`src/rtl/display_scan_scheduler.sv`:
```
// Time-multiplexed scan scheduler for a common-anode multi-digit LED display.
// Double-buffers BCD contents behind a valid/ready handshake so that each frame shows a consistent set of digits.
module display_scan_scheduler #(
  parameter int NUM_DIGITS   = 4,
  parameter int DWELL_CYCLES = 1024,
  parameter int BLANK_CYCLES = 16,
  parameter int BRIGHT_WIDTH = 4
) (
  input  logic                      clk_in,
  input  logic                      rst_in,
  input  logic                      load_valid,
  output logic                      load_ready,
  input  logic [4*NUM_DIGITS-1:0]   load_digits,
  input  logic [BRIGHT_WIDTH-1:0]   brightness,
  input  logic                      lz_blank,
  output logic [NUM_DIGITS-1:0]     digit_select,
  output logic [3:0]                digit_value,
  output logic                      frame_start
);

  localparam int DW      = 4 * NUM_DIGITS;
  localparam int CNT_MAX = (DWELL_CYCLES > BLANK_CYCLES) ? DWELL_CYCLES : BLANK_CYCLES;
  localparam int CNT_W   = $clog2(CNT_MAX + 1);
  localparam int ON_W    = $clog2(DWELL_CYCLES + 1);
  localparam int IDX_W   = (NUM_DIGITS > 1) ? $clog2(NUM_DIGITS) : 1;
  localparam int STEP    = DWELL_CYCLES >> BRIGHT_WIDTH;

  typedef enum logic [0:0] {S_BLANK, S_DRIVE} state_t;

  state_t             state;
  logic [IDX_W-1:0]   idx;
  logic [CNT_W-1:0]   cnt;
  logic               run;
  logic [ON_W-1:0]    on_cycles;
  logic               supp;
  logic [DW-1:0]      active;
  logic [DW-1:0]      shadow;
  logic               pending;

  function automatic logic [3:0] nibble_at(input logic [DW-1:0] d, input logic [IDX_W-1:0] k);
    return d[DW-4-4*int'(k) +: 4];
  endfunction

  // Bit k set when digits 0..k (counting from the left) are all zero.
  function automatic logic [NUM_DIGITS-1:0] lead_zero_mask(input logic [DW-1:0] d);
    logic [NUM_DIGITS-1:0] m;
    logic                  all_zero;
    m        = '0;
    all_zero = 1'b1;
    for (int k = 0; k < NUM_DIGITS; k++) begin
      all_zero = all_zero && (d[DW-4-4*k +: 4] == 4'd0);
      m[k]     = all_zero;
    end
    return m;
  endfunction

  function automatic logic [NUM_DIGITS-1:0] strobe(input logic [IDX_W-1:0] k,
                                                  input logic [CNT_W-1:0] dwell,
                                                  input logic [ON_W-1:0]  on,
                                                  input logic             off);
    logic [NUM_DIGITS-1:0] one_hot;
    one_hot = NUM_DIGITS'(1) << (NUM_DIGITS - 1 - int'(k));
    if (!off && (int'(dwell) < int'(on)))
      return ~one_hot;
    return '1;
  endfunction

  logic                  last_idx;
  logic                  blank_done;
  logic                  dwell_done;
  logic                  boundary;
  logic                  accept;
  logic                  entering_blank;
  logic [IDX_W-1:0]      enter_idx;
  logic [DW-1:0]         active_nxt;
  logic [NUM_DIGITS-1:0] lz_mask;
  logic                  entry_supp;
  logic [ON_W-1:0]       entry_on;

  assign load_ready = !pending;
  assign accept     = load_valid && !pending;

  always_comb begin
    last_idx       = (idx == IDX_W'(NUM_DIGITS - 1));
    blank_done     = (cnt == CNT_W'(BLANK_CYCLES - 1));
    dwell_done     = (cnt == CNT_W'(DWELL_CYCLES - 1));
    boundary       = run && (state == S_DRIVE) && dwell_done && last_idx;
    entering_blank = !run || ((state == S_DRIVE) && dwell_done);
    enter_idx      = (!run || last_idx) ? '0 : idx + IDX_W'(1);

    // A load landing exactly on the boundary with nothing pending bypasses the shadow.
    active_nxt = active;
    if (boundary && pending)
      active_nxt = shadow;
    else if (boundary && accept)
      active_nxt = load_digits;

    lz_mask    = lead_zero_mask(active_nxt);
    entry_supp = lz_blank && lz_mask[enter_idx] && (enter_idx != IDX_W'(NUM_DIGITS - 1));
    entry_on   = ON_W'(int'(brightness) * STEP);
  end

  always_ff @(posedge clk_in or posedge rst_in) begin
    if (rst_in) begin
      state        <= S_BLANK;
      idx          <= '0;
      cnt          <= '0;
      run          <= 1'b0;
      on_cycles    <= '0;
      supp         <= 1'b0;
      active       <= '0;
      shadow       <= '0;
      pending      <= 1'b0;
      digit_select <= '1;
      digit_value  <= 4'd0;
      frame_start  <= 1'b0;
    end else begin
      active <= active_nxt;
      if (accept && !boundary) begin
        shadow  <= load_digits;
        pending <= 1'b1;
      end else if (boundary) begin
        pending <= 1'b0;
      end

      frame_start <= entering_blank && (enter_idx == '0);

      // Strobes are registered one cycle ahead, so they are computed from the next dwell count.
      if (entering_blank) begin
        run          <= 1'b1;
        state        <= S_BLANK;
        idx          <= enter_idx;
        cnt          <= '0;
        digit_value  <= nibble_at(active_nxt, enter_idx);
        on_cycles    <= entry_on;
        supp         <= entry_supp;
        digit_select <= '1;
      end else if (state == S_BLANK) begin
        if (blank_done) begin
          state        <= S_DRIVE;
          cnt          <= '0;
          digit_select <= strobe(idx, '0, on_cycles, supp);
        end else begin
          cnt          <= cnt + CNT_W'(1);
          digit_select <= '1;
        end
      end else begin
        cnt          <= cnt + CNT_W'(1);
        digit_select <= strobe(idx, cnt + CNT_W'(1), on_cycles, supp);
      end
    end
  end

endmodule

```
`config.mk`:
```
export PLATFORM = sky130hd
export DESIGN_NAME = display_scan_scheduler
export DESIGN_NICKNAME = d
export VERILOG_FILES = /design/src/rtl/display_scan_scheduler.sv
export SDC_FILE = /design/constraint.sdc
export NUM_CORES = 1
export LEC_CHECK = 0
export ABC_AREA = 1
export BUFFER_PORTS_ARGS = -buffer_cell sky130_fd_sc_hd__buf_2
export CAP_MARGIN = 20
export CELL_PAD_IN_SITES_DETAIL_PLACEMENT = 0
export CELL_PAD_IN_SITES_GLOBAL_PLACEMENT = 1
export CORE_UTILIZATION = 40
export DETAILED_ROUTE_END_ITERATION = 6
export PLACE_DENSITY = 0.82
export SETUP_SLACK_MARGIN = 0.3
export SLEW_MARGIN = 20
export SYNTH_ARGS = -nofsm -noshare
export SYNTH_HDL_FRONTEND = slang
export SYNTH_SLANG_ARGS = --single-unit
```
`constraint.sdc`:
```
create_clock -name clk_in -period 1.89 [get_ports clk_in]
set_input_delay 0.2835 -clock clk_in [delete_from_list [all_inputs] [get_ports clk_in]]
set_output_delay 0.2835 -clock clk_in [all_outputs]
set_load 0.1 [all_outputs]
```
==> run_results.csv <==
group,metric,value,unit
timing,finClkSkew,9.46,ps
clocking,clock_sinks,62,
routing,drc,0,
floorplan,die_w,89.9,um
pwr,power.leakage,2.35,nW
setup_path,cp-end-kind,"flop",
finish,filler_instances,536,
finish,stdcell_area,0.00492,mm2
timing,fmax,0.459,GHz
finish,finalNetCount,477,
floorplan,coreArea,0.00737,mm2
timing,final.setup.worst_slack,-289,ps
status,status,"complete, but fails checks",
clocking,cts_htree_levels,3,
floorplan,die_area,0.00808,mm2
place,port_buffers,33,
timing,final-hold-violation-count,0,
logic_synthesis,postSynth.asyncResetShare,100,%
logic_synthesis,synth-seq-area-share,50.4,%
logic_synthesis,synthesis.area_per_instance,8.91,um2
floorplan,io_pins,34,
timing,period_minus_slack,2180,ps
logic_synthesis,synth-main-ff-cell,"sky130_fd_sc_hd__dfrtp_1",
logic_synthesis,ys_seq_elements,62,
floorplan,die_y,89.9,um
setup_path,arrival,2450,ps
routing,drt_first_pass_iters,4,
global_routing,first_global_vias,2800,
clocking,clock_tree_from_tritoncts,"yes",
finish,antenna_cells,0,
clocking,clock_insertion_delay_worst_skew,340,ps
finish,final_layout_size_suffix_gt1_share,54.9,%
logic_synthesis,synth.area.top_cells,"sky130_fd_sc_hd__dfrtp_1 (47%), sky130_fd_sc_hd__nand2_1 (10%), sky130_fd_sc_hd__mux2_2 (5.8%)",
setup_path,worstReg2RegStart,"cnt[0]$_DFF_PP0_",
place,placed_cell_area,0.00368,mm2
timing,timing.setup.tns,-4310,ps
setup_path,critPathLaunchType,"flop",
routing,totalWireLength,8920,um
setup_path,ff2ff_setup_slack,-290,ps
clocking,buffer_cell_driving_the_clock_tree_root,"sky130_fd_sc_hd__clkbuf_8",
routing,mean_number_of_vias_per_cell,5.05,
finish,flow.area_growth_from_synthesis,59.1,%
floorplan,placement_rows,31,
logic_synthesis,syn-cell-area,0.00309,mm2
logic_synthesis,synth.yosys.warnings,0,
routing,total_number_of_vias,2772,
global_routing,grt_pass1_wl,13500,um
timing,hold-worst-slack,10.1,ps
global_routing,grt_use_total,21.2,%
setup_path,worstPathRequired,2160,ps
pwr,cellPowerDensity,692,mW/mm2
timing,finalSetupViolations,40,
timing,final.period_utilization,115,%
timing,grt_setup_unrepaired,"true",
global_routing,initial_antenna_violation_count,0,
status,failing_checks,"negative setup slack",
logic_synthesis,synthDistinctLibCells,35,
setup_path,path_max_fanout,4,
pwr,vdd_drop_max,0.795,mV
clocking,cts_hold_buffers,0,
logic_synthesis,postSynthNetCount,379,
logic_synthesis,synth_enable_flop_cells,0,
place,gp_routability_congestion,0.763,
clocking,inserted_clock_buffers,9,
setup_path,r2r_cells,13,
run,maxCapViolCount,0,
logic_synthesis,synth.cells.most_frequent,"sky130_fd_sc_hd__nand2_1 (83), sky130_fd_sc_hd__dfrtp_1 (58), sky130_fd_sc_hd__nor2_1 (48), sky130_fd_sc_hd__inv_1 (35), sky130_fd_sc_hd__nand3_1 (33)",
clocking,path_clk_slew,70,ps
clocking,clock_path_buffers,2,
global_routing,grt_max_degree,63,
setup_path,critical_path.reg2reg.endpoint,"digit_select[0]$_DFF_PP1_",
pwr,total_power,0.00340,W
logic_synthesis,synth.top_cell.area_share,47.0,%
logic_synthesis,most_repeated_cell_in_the_gate_level_netlist_after_synthesis,"sky130_fd_sc_hd__nand2_1",
setup_path,type_of_the_worst_setup_path,"flop to flop",
global_routing,grt_overflow,0,
timing,timing_max_transition_violations_final,0,
place,dp_hpwl,4820,um
logic_synthesis,synth_top_area_cell,"sky130_fd_sc_hd__dfrtp_1",
logic_synthesis,syn-instance-count,347,
routing,drt-initial-drc-count,133,
floorplan,initial_core_util,41.9,%
routing,ant_nets,0,
routing,wl_per_cell,16.2,um
worst_hold_path,worstHoldPathType,"primary input to async pin",
## worst max path at each step
stage | cells after the start | endpoint | from | slack [ps]
finish | 13 | digit_select[0]$_DFF_PP1_ | cnt[0]$_DFF_PP0_ | -290
global route | 13 | digit_select[0]$_DFF_PP1_ | cnt[0]$_DFF_PP0_ | -460
CTS | 13 | digit_select[2]$_DFF_PP1_ | cnt[0]$_DFF_PP0_ | -210
detailed placement | 14 | digit_select[2]$_DFF_PP1_ | cnt[0]$_DFF_PP0_ | -260
global placement | 13 | digit_select[2]$_DFF_PP1_ | cnt[0]$_DFF_PP0_ | -150
floorplan | 13 | supp$_DFFE_PP0N_ | pending$_DFFE_PP0P_ | -70
## cells by family after synthesis
logic type               share of synthesized area (%)
AO/OA/AOI/OAI                                     3.16
multiplexers                                      5.83
adder cells (fa/ha/maj)                           3.24
AND/OR/NAND/NOR                                   29.0
buffers and inverters                             6.60
XOR/XNOR                                          1.70
other                                            0.121
flip-flops                                        50.4
## per-stage QoR
step | util (%) | setup WS [ps] | cells
floorplan | - | -71.2 | 347
global placement | 50.0 | -152 | 507
detailed placement | 50.0 | -258 | 507
CTS | 61.8 | -214 | 543
global route | 66.7 | -460 | 549
finish | 66.7 | -289 | 549
## layout make-up
type	instances	area [um2]	share of cell area, %
multi-input combinational	241	2020	41.2
sequential	62	1560	31.7
timing repair buffer	93	806	16.4
clock buffer	13	179	3.64
inverter	37	171	3.49
tap	99	124	2.52
clock inverter	3	40.0	0.814
timing repair inverter	1	16.3	0.331
## power by group
part / switching (W) / total (W) / leakage, nW / internal, W
sequential: 0.0000539 / 0.00147 / 0.708 / 0.00141
combinational: 0.000432 / 0.000661 / 1.53 / 0.000229
clock: 0.000527 / 0.00128 / 0.115 / 0.000749
total: 0.00101 / 0.00340 / 2.35 / 0.00239
## timing repair
action | in CTS | in global routing
endpoints found under the setup margin | 59 | 61
gates cloned | 4 | 1
gates resized for setup | 118 | 73
buffers inserted | 16 | 5
pin swaps | 31 | 38
## registers in the layout, indices dropped and copies added (netlist names)
signal / cells
digit_select: 4
run: 1
active: 16
supp: 1
idx: 2
pending: 1
shadow: 16
cnt: 11
frame_start: 1
digit_value: 4
on_cycles: 4
state: 1
## cells in the final DEF, fill, tap and decap left out, types with 4 or more instances in the layout
cell                        n
sky130_fd_sc_hd__dfrtp_1   57
sky130_fd_sc_hd__nand2_1   52
sky130_fd_sc_hd__buf_4     35
sky130_fd_sc_hd__buf_2     32
sky130_fd_sc_hd__inv_1     28
sky130_fd_sc_hd__nor2_1    26
sky130_fd_sc_hd__nand3_4   23
sky130_fd_sc_hd__nand2_2   21
sky130_fd_sc_hd__mux2_4    16
sky130_fd_sc_hd__buf_6     16
sky130_fd_sc_hd__nor2_4    13
sky130_fd_sc_hd__clkbuf_8  13
sky130_fd_sc_hd__nor2_2    12
sky130_fd_sc_hd__nand2_4   10
sky130_fd_sc_hd__nand3_1   10
sky130_fd_sc_hd__nand3_2    8
sky130_fd_sc_hd__o21ai_2    6
sky130_fd_sc_hd__nand4_1    6
sky130_fd_sc_hd__buf_12     6
sky130_fd_sc_hd__inv_2      5
sky130_fd_sc_hd__ha_1       5
sky130_fd_sc_hd__o22ai_1    4
sky130_fd_sc_hd__dfstp_2    4
## critical path, cell delays in order, from the launching register on
cell	delay, ps
sky130_fd_sc_hd__dfrtp_1	410
sky130_fd_sc_hd__ha_2	210
sky130_fd_sc_hd__nand2_2	80
sky130_fd_sc_hd__nor2_4	120
sky130_fd_sc_hd__nand2_4	90
sky130_fd_sc_hd__xor2_2	170
sky130_fd_sc_hd__inv_1	100
sky130_fd_sc_hd__ha_4	220
sky130_fd_sc_hd__a21oi_2	140
sky130_fd_sc_hd__o211ai_1	100
sky130_fd_sc_hd__inv_1	70
sky130_fd_sc_hd__nand3b_1	150
sky130_fd_sc_hd__o22ai_1	160
sky130_fd_sc_hd__nand2_1	80
## routing by layer
metal	global-route usage (%)	up-vias	routed length (um)
met4	8.87	0	154
met3	3.21	14	290
li1	-	1313	-
met2	35.0	61	4540
met1	27.9	1384	3930
met5	0	-	0
Note: power is estimated with default switching activity, not from simulation.
